File: src/rtl/spi_master_ctrl_if.sv
// Host command port and SPI pins of the SPI initiator.
// The master modport is the controller side; slave is the host/bench side.
interface spi_master_ctrl_if;
  logic       cmd_valid;
  logic       cmd_ready;
  logic [1:0] cmd_op;
  logic [7:0] cmd_data;
  logic       ss_n;
  logic       mosi;
  logic       miso;
  logic [7:0] rd_data;
  logic       rd_valid;
  logic       busy;
  logic       seq_err;

  modport master (
    input  cmd_valid,
    input  cmd_op,
    input  cmd_data,
    input  miso,
    output cmd_ready,
    output ss_n,
    output mosi,
    output rd_data,
    output rd_valid,
    output busy,
    output seq_err
  );

  modport slave (
    output cmd_valid,
    output cmd_op,
    output cmd_data,
    output miso,
    input  cmd_ready,
    input  ss_n,
    input  mosi,
    input  rd_data,
    input  rd_valid,
    input  busy,
    input  seq_err
  );
endinterface

File: src/rtl/spi_master_ctrl.sv
// Command-level SPI initiator: frames {op, byte} on ss_n/mosi and
// captures an 8-bit reply on miso for read-data commands.
module spi_master_ctrl #(
  parameter int READ_WAIT = 2,
  parameter int GAP       = 1
) (
  input logic               clk,
  input logic               rst_n,
  spi_master_ctrl_if.master bus
);

  localparam int CW = (GAP > 16) ? $clog2(GAP) : 4;

  typedef enum logic [2:0] {
    IDLE,
    START,
    SHIFT,
    WAIT,
    RECV,
    STOP
  } state_t;

  state_t        state_q, state_d;
  logic [CW-1:0] cnt_q, cnt_d;
  logic [9:0]    sh_q, sh_d;
  logic [7:0]    rx_q, rx_d;
  logic          rd_op_q, rd_op_d;
  logic          seen_q, seen_d;
  logic          ss_n_q, ss_n_d;
  logic          mosi_q, mosi_d;
  logic          ready_q, ready_d;
  logic [7:0]    rd_data_q, rd_data_d;
  logic          rd_valid_q, rd_valid_d;
  logic          seq_err_q, seq_err_d;

  assign bus.cmd_ready = ready_q;
  assign bus.busy      = ~ready_q;
  assign bus.ss_n      = ss_n_q;
  assign bus.mosi      = mosi_q;
  assign bus.rd_data   = rd_data_q;
  assign bus.rd_valid  = rd_valid_q;
  assign bus.seq_err   = seq_err_q;

  // Frame sequencing and next values of every registered output.
  always_comb begin
    state_d    = state_q;
    cnt_d      = cnt_q;
    sh_d       = sh_q;
    rx_d       = rx_q;
    rd_op_d    = rd_op_q;
    seen_d     = seen_q;
    ss_n_d     = ss_n_q;
    mosi_d     = mosi_q;
    ready_d    = ready_q;
    rd_data_d  = rd_data_q;
    rd_valid_d = 1'b0;
    seq_err_d  = 1'b0;
    unique case (state_q)
      IDLE: begin
        if (bus.cmd_valid && ready_q) begin
          state_d   = START;
          sh_d      = {bus.cmd_op, bus.cmd_data};
          rd_op_d   = (bus.cmd_op == 2'b11);
          ss_n_d    = 1'b0;
          mosi_d    = bus.cmd_op[1];
          ready_d   = 1'b0;
          seq_err_d = (bus.cmd_op == 2'b11) && !seen_q;
          if (bus.cmd_op == 2'b10) begin
            seen_d = 1'b1;
          end else if (bus.cmd_op == 2'b11) begin
            seen_d = 1'b0;
          end
        end
      end
      START: begin
        mosi_d  = sh_q[9];
        sh_d    = {sh_q[8:0], 1'b0};
        cnt_d   = '0;
        state_d = SHIFT;
      end
      SHIFT: begin
        if (cnt_q == CW'(9)) begin
          mosi_d = 1'b0;
          cnt_d  = '0;
          if (!rd_op_q) begin
            state_d = STOP;
            ss_n_d  = 1'b1;
          end else if (READ_WAIT == 0) begin
            state_d = RECV;
          end else begin
            state_d = WAIT;
          end
        end else begin
          mosi_d = sh_q[9];
          sh_d   = {sh_q[8:0], 1'b0};
          cnt_d  = cnt_q + CW'(1);
        end
      end
      WAIT: begin
        if (cnt_q == CW'(READ_WAIT - 1)) begin
          cnt_d   = '0;
          state_d = RECV;
        end else begin
          cnt_d = cnt_q + CW'(1);
        end
      end
      RECV: begin
        rx_d = {rx_q[6:0], bus.miso};
        if (cnt_q == CW'(7)) begin
          rd_data_d  = rx_d;
          rd_valid_d = 1'b1;
          ss_n_d     = 1'b1;
          cnt_d      = '0;
          state_d    = STOP;
        end else begin
          cnt_d = cnt_q + CW'(1);
        end
      end
      STOP: begin
        if (cnt_q == CW'(GAP - 1)) begin
          cnt_d   = '0;
          ready_d = 1'b1;
          state_d = IDLE;
        end else begin
          cnt_d = cnt_q + CW'(1);
        end
      end
      default: begin
        state_d = IDLE;
        ss_n_d  = 1'b1;
        mosi_d  = 1'b0;
        ready_d = 1'b1;
        cnt_d   = '0;
      end
    endcase
  end

  // State and output registers; reset aborts any frame in flight.
  always_ff @(posedge clk or negedge rst_n) begin
    if (!rst_n) begin
      state_q    <= IDLE;
      cnt_q      <= '0;
      sh_q       <= '0;
      rx_q       <= '0;
      rd_op_q    <= 1'b0;
      seen_q     <= 1'b0;
      ss_n_q     <= 1'b1;
      mosi_q     <= 1'b0;
      ready_q    <= 1'b1;
      rd_data_q  <= '0;
      rd_valid_q <= 1'b0;
      seq_err_q  <= 1'b0;
    end else begin
      state_q    <= state_d;
      cnt_q      <= cnt_d;
      sh_q       <= sh_d;
      rx_q       <= rx_d;
      rd_op_q    <= rd_op_d;
      seen_q     <= seen_d;
      ss_n_q     <= ss_n_d;
      mosi_q     <= mosi_d;
      ready_q    <= ready_d;
      rd_data_q  <= rd_data_d;
      rd_valid_q <= rd_valid_d;
      seq_err_q  <= seq_err_d;
    end
  end

endmodule
File: src/flat_wrapper.sv
// flat-port wrapper written by rule: the top's interface ports become plain ports
module spi_master_ctrl_flat 
#(
  parameter int READ_WAIT = 2,
  parameter int GAP       = 1
)
  (clk, rst_n, bus_cmd_valid, bus_cmd_op, bus_cmd_data, bus_miso, bus_cmd_ready, bus_ss_n, bus_mosi, bus_rd_data, bus_rd_valid, bus_busy, bus_seq_err);
  spi_master_ctrl_if bus_i ();
  input logic clk;
  input logic rst_n;
  input wire logic [$bits(bus_i.cmd_valid)-1:0] bus_cmd_valid;
  input wire logic [$bits(bus_i.cmd_op)-1:0] bus_cmd_op;
  input wire logic [$bits(bus_i.cmd_data)-1:0] bus_cmd_data;
  input wire logic [$bits(bus_i.miso)-1:0] bus_miso;
  output wire logic [$bits(bus_i.cmd_ready)-1:0] bus_cmd_ready;
  output wire logic [$bits(bus_i.ss_n)-1:0] bus_ss_n;
  output wire logic [$bits(bus_i.mosi)-1:0] bus_mosi;
  output wire logic [$bits(bus_i.rd_data)-1:0] bus_rd_data;
  output wire logic [$bits(bus_i.rd_valid)-1:0] bus_rd_valid;
  output wire logic [$bits(bus_i.busy)-1:0] bus_busy;
  output wire logic [$bits(bus_i.seq_err)-1:0] bus_seq_err;
  assign bus_i.cmd_valid = bus_cmd_valid;
  assign bus_i.cmd_op = bus_cmd_op;
  assign bus_i.cmd_data = bus_cmd_data;
  assign bus_i.miso = bus_miso;
  assign bus_cmd_ready = bus_i.cmd_ready;
  assign bus_ss_n = bus_i.ss_n;
  assign bus_mosi = bus_i.mosi;
  assign bus_rd_data = bus_i.rd_data;
  assign bus_rd_valid = bus_i.rd_valid;
  assign bus_busy = bus_i.busy;
  assign bus_seq_err = bus_i.seq_err;
  spi_master_ctrl #(.READ_WAIT(READ_WAIT), .GAP(GAP)) u_core (.clk(clk), .rst_n(rst_n), .bus(bus_i));
endmodule
File: config.mk
export PLATFORM = sky130hd
export DESIGN_NAME = spi_master_ctrl_flat
export DESIGN_NICKNAME = d
export VERILOG_FILES = /design/src/rtl/spi_master_ctrl_if.sv /design/src/rtl/spi_master_ctrl.sv /design/src/flat_wrapper.sv
export SDC_FILE = /design/constraint.sdc
export NUM_CORES = 1
export LEC_CHECK = 0
export BUFFER_PORTS_ARGS = -buffer_cell sky130_fd_sc_hd__buf_4
export CORE_UTILIZATION = 40
export CTS_BUF_LIST = sky130_fd_sc_hd__clkbuf_4 sky130_fd_sc_hd__clkbuf_8 sky130_fd_sc_hd__clkbuf_16
export DETAILED_ROUTE_END_ITERATION = 7
export PLACE_DENSITY_LB_ADDON = 0.2
export SLEW_MARGIN = 20
export SYNTH_ARGS = -nofsm -noshare
export SYNTH_HDL_FRONTEND = slang
export SYNTH_SLANG_ARGS = --single-unit
export TNS_END_PERCENT = 10
File: constraint.sdc
create_clock -name clk -period 1.99 [get_ports clk]
set_input_delay 0.0995 -clock clk [delete_from_list [all_inputs] [get_ports clk]]
set_output_delay 0.0995 -clock clk [all_outputs]
set_load 0.02 [all_outputs]
After elaboration in Yosys (flattened, before gate mapping)
Index checks and enable logic that the tools add are counted.
{"block": "classes", "n_addsub": 1, "eq_ne": 17, "n_mux": 31, "bitwise": 4, "n_reduce_logical": 18}
{"cell": "$pmux W10 S3", "n": 1}
{"cell": "$mux W10", "n": 2}
{"cell": "$pmux W4 S5", "n": 1}
{"cell": "$mux W3", "n": 6}
{"cell": "$pmux W3 S6", "n": 1}
{"cell": "$mux W4", "n": 4}
{"cell": "$mux W1", "n": 13}
{"cell": "$ne A2 B1 Y1 const B", "n": 5}
{"cell": "$reduce_and A5 Y1", "n": 2}
{"cell": "$reduce_and A3 Y1", "n": 3}
{"cell": "$pmux W1 S4", "n": 2}
{"cell": "$eq A3 B2 Y1 const B", "n": 2}
{"cell": "$eq A3 B3 Y1 const B", "n": 2}
{"cell": "$reduce_and A2 Y1", "n": 3}
{"cell": "$reduce_or A3 Y1", "n": 2}
{"cell": "$add A4 B1 Y4 const B", "n": 1}
{"cell": "$eq A2 B2 Y1 const B", "n": 2}
{"cell": "$eq A4 B1 Y1 const B", "n": 1}
{"cell": "$eq A4 B3 Y1 const B", "n": 1}
{"cell": "$eq A4 B4 Y1 const B", "n": 1}
{"cell": "$logic_not A4 Y1", "n": 1}
{"cell": "$ne A2 B2 Y1 const B", "n": 2}
{"cell": "$not A1 Y1", "n": 4}
{"cell": "$reduce_or A4 Y1", "n": 1}
{"cell": "7 further kinds", "n": 8}
{"block": "totals", "ff_bits": 39, "in_bits": 14, "output_inout_bits": 14, "word_cells": 83}

Logic depth before layout (Yosys ltp)
{"block": "depth", "depth_word": 4, "ltp_mapped": 7, "mapped_depth_nobuf": 6}

Worst setup path after synthesis
Ideal clock, no wire load.
{"block": "synth_path", "path_type": "flip-flop to flip-flop", "startpoint": "reg u_core.state_q[1]", "endpoint": "reg u_core.sh_q[2]", "setup_ns": 0.128, "arrival_time_ns": 1.581, "required_time_ns": 1.862, "slack_ns": 0.281, "path_stages_with_launch": 6, "n_path_buf": 1, "path_cell_list": "dfrtp_1 buf_4 nand2b_1 a21oi_4 mux2_2 mux2_1"}
{"block": "synth_between", "elab_chain_cells": 3}
{"item": "start: declaration", "line_no": "spi_master_ctrl.sv:23", "source": "state_t state_q, state_d;"}
{"item": "start signal: assignment", "line_no": "spi_master_ctrl.sv:154", "source": "state_q <= state_d;"}
{"item": "$eq A3 B2 Y1, or another cell as far along", "line_no": "spi_master_ctrl.sv:58", "source": "unique case (state_q)"}
{"item": "$ne A2 B2 Y1 (no line), or another cell as far along"}
{"item": "$reduce_and A3 Y1 (no line)"}
{"item": "end signal: assignment", "line_no": "spi_master_ctrl.sv:143", "source": "sh_q <= '0;"}
{"item": "end signal: assignment", "line_no": "spi_master_ctrl.sv:156", "source": "sh_q <= sh_d;"}
{"item": "end: declaration", "line_no": "spi_master_ctrl.sv:25", "source": "logic [9:0] sh_q, sh_d;"}
Parallel ways exist; a longest one is shown, timed or not.
A chain may end at the register's enable or synchronous reset.

Worst setup path after layout
{"block": "layout_path", "startpoint": "reg u_core.cnt_q[1]", "endpoint": "reg u_core.sh_q[0]"}
{"block": "layout_between", "elab_chain_cells": 3}
{"item": "start: declaration", "line_no": "spi_master_ctrl.sv:24", "source": "logic [CW-1:0] cnt_q, cnt_d;"}
{"item": "start signal: assignment", "line_no": "spi_master_ctrl.sv:155", "source": "cnt_q <= cnt_d;"}
{"item": "$eq A4 B4 Y1", "line_no": "spi_master_ctrl.sv:82", "source": "if (cnt_q == CW'(9)) begin"}
{"item": "$ne A2 B2 Y1 (no line)"}
{"item": "$reduce_and A3 Y1 (no line)"}
Every way passes these cells.

==> results.sh <==
export IMPL_synth_top_family_by_area="multiplexers"
export IMPL_grt_pass1_wl_microns=6440
export IMPL_crit_fanout=10
export IMPL_crit_chain="inv_1, ha_1, and3b_1, o22ai_1, nand2b_1, buf_4, mux2_1"
export IMPL_p_total_w=0.00349
export IMPL_drt_initial_drc_count=68
export IMPL_clock_sinks=39
export IMPL_cts_buffers=5
export IMPL_synth_avg_cell_area_sq_um=11.8
export IMPL_status="finished, final reports clean"
export IMPL_syn2layout_area_growth_pct=19.3
export IMPL_maxCapViolCount=0
export IMPL_die_w_microns=72.7
export IMPL_syn_num_nets=186
export IMPL_hp_start="bus_miso"
export IMPL_synthAdderAreaFrac=0.0188
export IMPL_worstMarginPinSlew_ns=0.492
export IMPL_p_leak_nw=1.09
export IMPL_synth_edf_count=0
export IMPL_timing_final_max_slew_violations=0
export IMPL_synth_seq_cells=39
export IMPL_nFillCells=451
export IMPL_critical_path_startpoint_type="register"
export IMPL_vias=1399
export IMPL_drc=0
export IMPL_tritoncts="yes"
export IMPL_io_pins=28
export IMPL_rsz0062_at_grt="no"
export IMPL_core_area_sq_mm=0.00475
export IMPL_async_flop_share=1.00
export IMPL_path_clk_slew_ns=0.08
export IMPL_critical_path_top_delay_family="flip-flops"
export IMPL_wl_per_cell_microns=14.0
export IMPL_die_area_sq_mm=0.00529
export IMPL_skew_ns=0.00508
export IMPL_start_util=0.421
export IMPL_synth_distinct_cells=43
export IMPL_cts_root_buf="clkbuf_8"
export IMPL_final_common_cell="dfrtp_1"
export IMPL_dr_pass1_iters=4
export IMPL_worstSetupEndpointType="register"
export IMPL_synth_simple_area_share=0.117
export IMPL_ant_nets=0
export IMPL_cp_slowest_cell="dfrtp_1"
export IMPL_synth_compound_area_share=0.100
export IMPL_critPathRequiredTime_ns=2.17
export IMPL_path_buf_inv=2
export IMPL_dp_cells=260
export IMPL_fin_setup_tns_ns=0
export IMPL_powerDensity_mw_per_mm2=1460
export IMPL_synthMuxAreaShare=0.216
export IMPL_synth_xor_area_frac=0.0175
export IMPL_place_congestion=0.848
export IMPL_rows=25
export IMPL_synthFlopType="dfrtp_1"
export IMPL_stdcell_count=270
export IMPL_period_minus_slack_ns=1.74
export IMPL_post_cts_buffers=0
export IMPL_worstSetupStartpoint="u_core.cnt_q[1]"
export IMPL_vias_per_cell=5.18
export IMPL_cp_slowest_stage_delay_ns=0.40
export IMPL_die_y_microns=72.7
export IMPL_max_slew_margin=0.672
export IMPL_portBuffers=27
export IMPL_antenna_found_initial=0
export IMPL_finalHoldViolCount=0
export IMPL_drive_gt1_frac=0.384
export IMPL_cp_arrival_ns=1.92
export IMPL_hp_class="in -> reg"
export IMPL_worstSetupPathType="reg -> reg"
export IMPL_timing_final_crit_share=0.876
export IMPL_wirelength_microns=3790
export IMPL_clk_latency_ns=0.29
export IMPL_ir_drop_mv=0.628
export IMPL_diodes=0
export IMPL_synth_warning_count=0
export IMPL_grt_max_degree=40
export IMPL_max_freq_mhz=574
export IMPL_reg2reg_from="u_core.cnt_q[1]"
export IMPL_final_cell_mix="37 x dfrtp_1, 32 x buf_4, 22 x mux2_2"
export IMPL_setup_viol=0
export IMPL_grt_pass1_vias=1430
export IMPL_fin_nets=219
export IMPL_cts_max_level=2
export IMPL_synth_cells=169
export IMPL_dp_hpwl_microns=2720
export IMPL_grt_util_all_layers=0.160
export IMPL_ys_seq_area_frac=0.489
export IMPL_cts_max_path_buffers=2
export IMPL_overflow=0
export IMPL_synth_area_sq_mm=0.00200
## cell type report
class	count	area, sq um	share of cell area
sequential	39	978	0.410
multi-input combinational	113	940	0.394
timing repair buffer	34	260	0.109
tap	67	83.8	0.0351
clock buffer	6	76.3	0.0320
inverter	9	36.3	0.0152
clock inverter	2	12.5	0.00524
## worst register-to-register path: stages, from the launching register on
cell and delay, ns:
dfrtp_1 0.40, inv_1 0.08, ha_1 0.21, and3b_1 0.21
o22ai_1 0.17, nand2b_1 0.07, buf_4 0.18, mux2_1 0.31
## sequential cells by signal, indices dropped and copies added (netlist names), 3 cells and up
register,count
u_core.state_q,3
u_core.rx_q,7
u_core.sh_q,10
u_core.bus.rd_data,8
u_core.cnt_q,4
## routing by layer
| layer | global-route usage | share of wire |
|---|---|---|
| met5 | 0 | 0 |
| met3 | 0.0345 | 0.041 |
| met1 | 0.204 | 0.46 |
| met4 | 0.0719 | 0.018 |
| met2 | 0.261 | 0.48 |
## through the flow
step | worst slack, ns | cell area (sq um) | util | hold WS, ns
2_1_floorplan | 0.281 | 2000 | - | -0.196
3_3_place_gp | 0.295 | 2280 | 0.479 | 0.101
3_5_place_dp | 0.274 | 2280 | 0.479 | 0.108
4_1_cts | 0.262 | 2390 | 0.502 | 0.0408
5_1_grt | 0.124 | 2390 | 0.502 | 0.0439
6_report | 0.247 | 2390 | 0.502 | 0.0467
## Yosys cell counts (3+ instances only)
cell type | n | area [sq um]
o22ai_1 | 4 | 25.0
nand2_1 | 8 | 30.0
nand3_1 | 5 | 25.0
buf_2 | 4 | 20.0
mux2_4 | 8 | 120
nor2_1 | 8 | 30.0
a21oi_1 | 7 | 35.0
o21ai_0 | 9 | 45.0
ha_1 | 3 | 37.5
mux2_1 | 4 | 45.0
dfrtp_1 | 37 | 926
nand2b_1 | 5 | 31.3
mux2_2 | 22 | 248
nor2b_1 | 3 | 18.8
inv_1 | 8 | 30.0
## power breakdown
part | switching (W) | internal [W]
combinational | 0.000773 | 0.000840
clock | 0.000284 | 0.000259
sequential | 0.000230 | 0.00111
## path summary, 6_finish.rpt
check,end,slack (ns),depth (start not counted)
worst max-delay path,u_core.sh_q[0],0.25,7
worst min-delay path,u_core.bus.rd_data[0],0.05,2
worst max register to register,u_core.sh_q[0],0.25,7
worst min register to register,u_core.sh_q[0],0.50,1
max in group asynchronous,u_core.bus.ss_n,1.31,2
min in group asynchronous,u_core.cnt_q[2],0.31,2
## repair_timing
item | in CTS | in global routing
hold buffers | 2 | 0
gates resized for setup | 0 | 0
endpoints found under the hold margin | 38 | 0
endpoints found under the setup margin | 0 | 0
## kinds of logic (layout without fill, tap and decap cells)
family	Yosys count	after routing
DFF	39	39
xor gates and xnor gates	4	4
and+or+nand+nor	40	40
AOI/OAI and AO/OA	30	30
adders and majority gates	3	3
muxes	36	36
buffers and inverters	17	51
No activity file was read; power rests on OpenSTA's default activity.
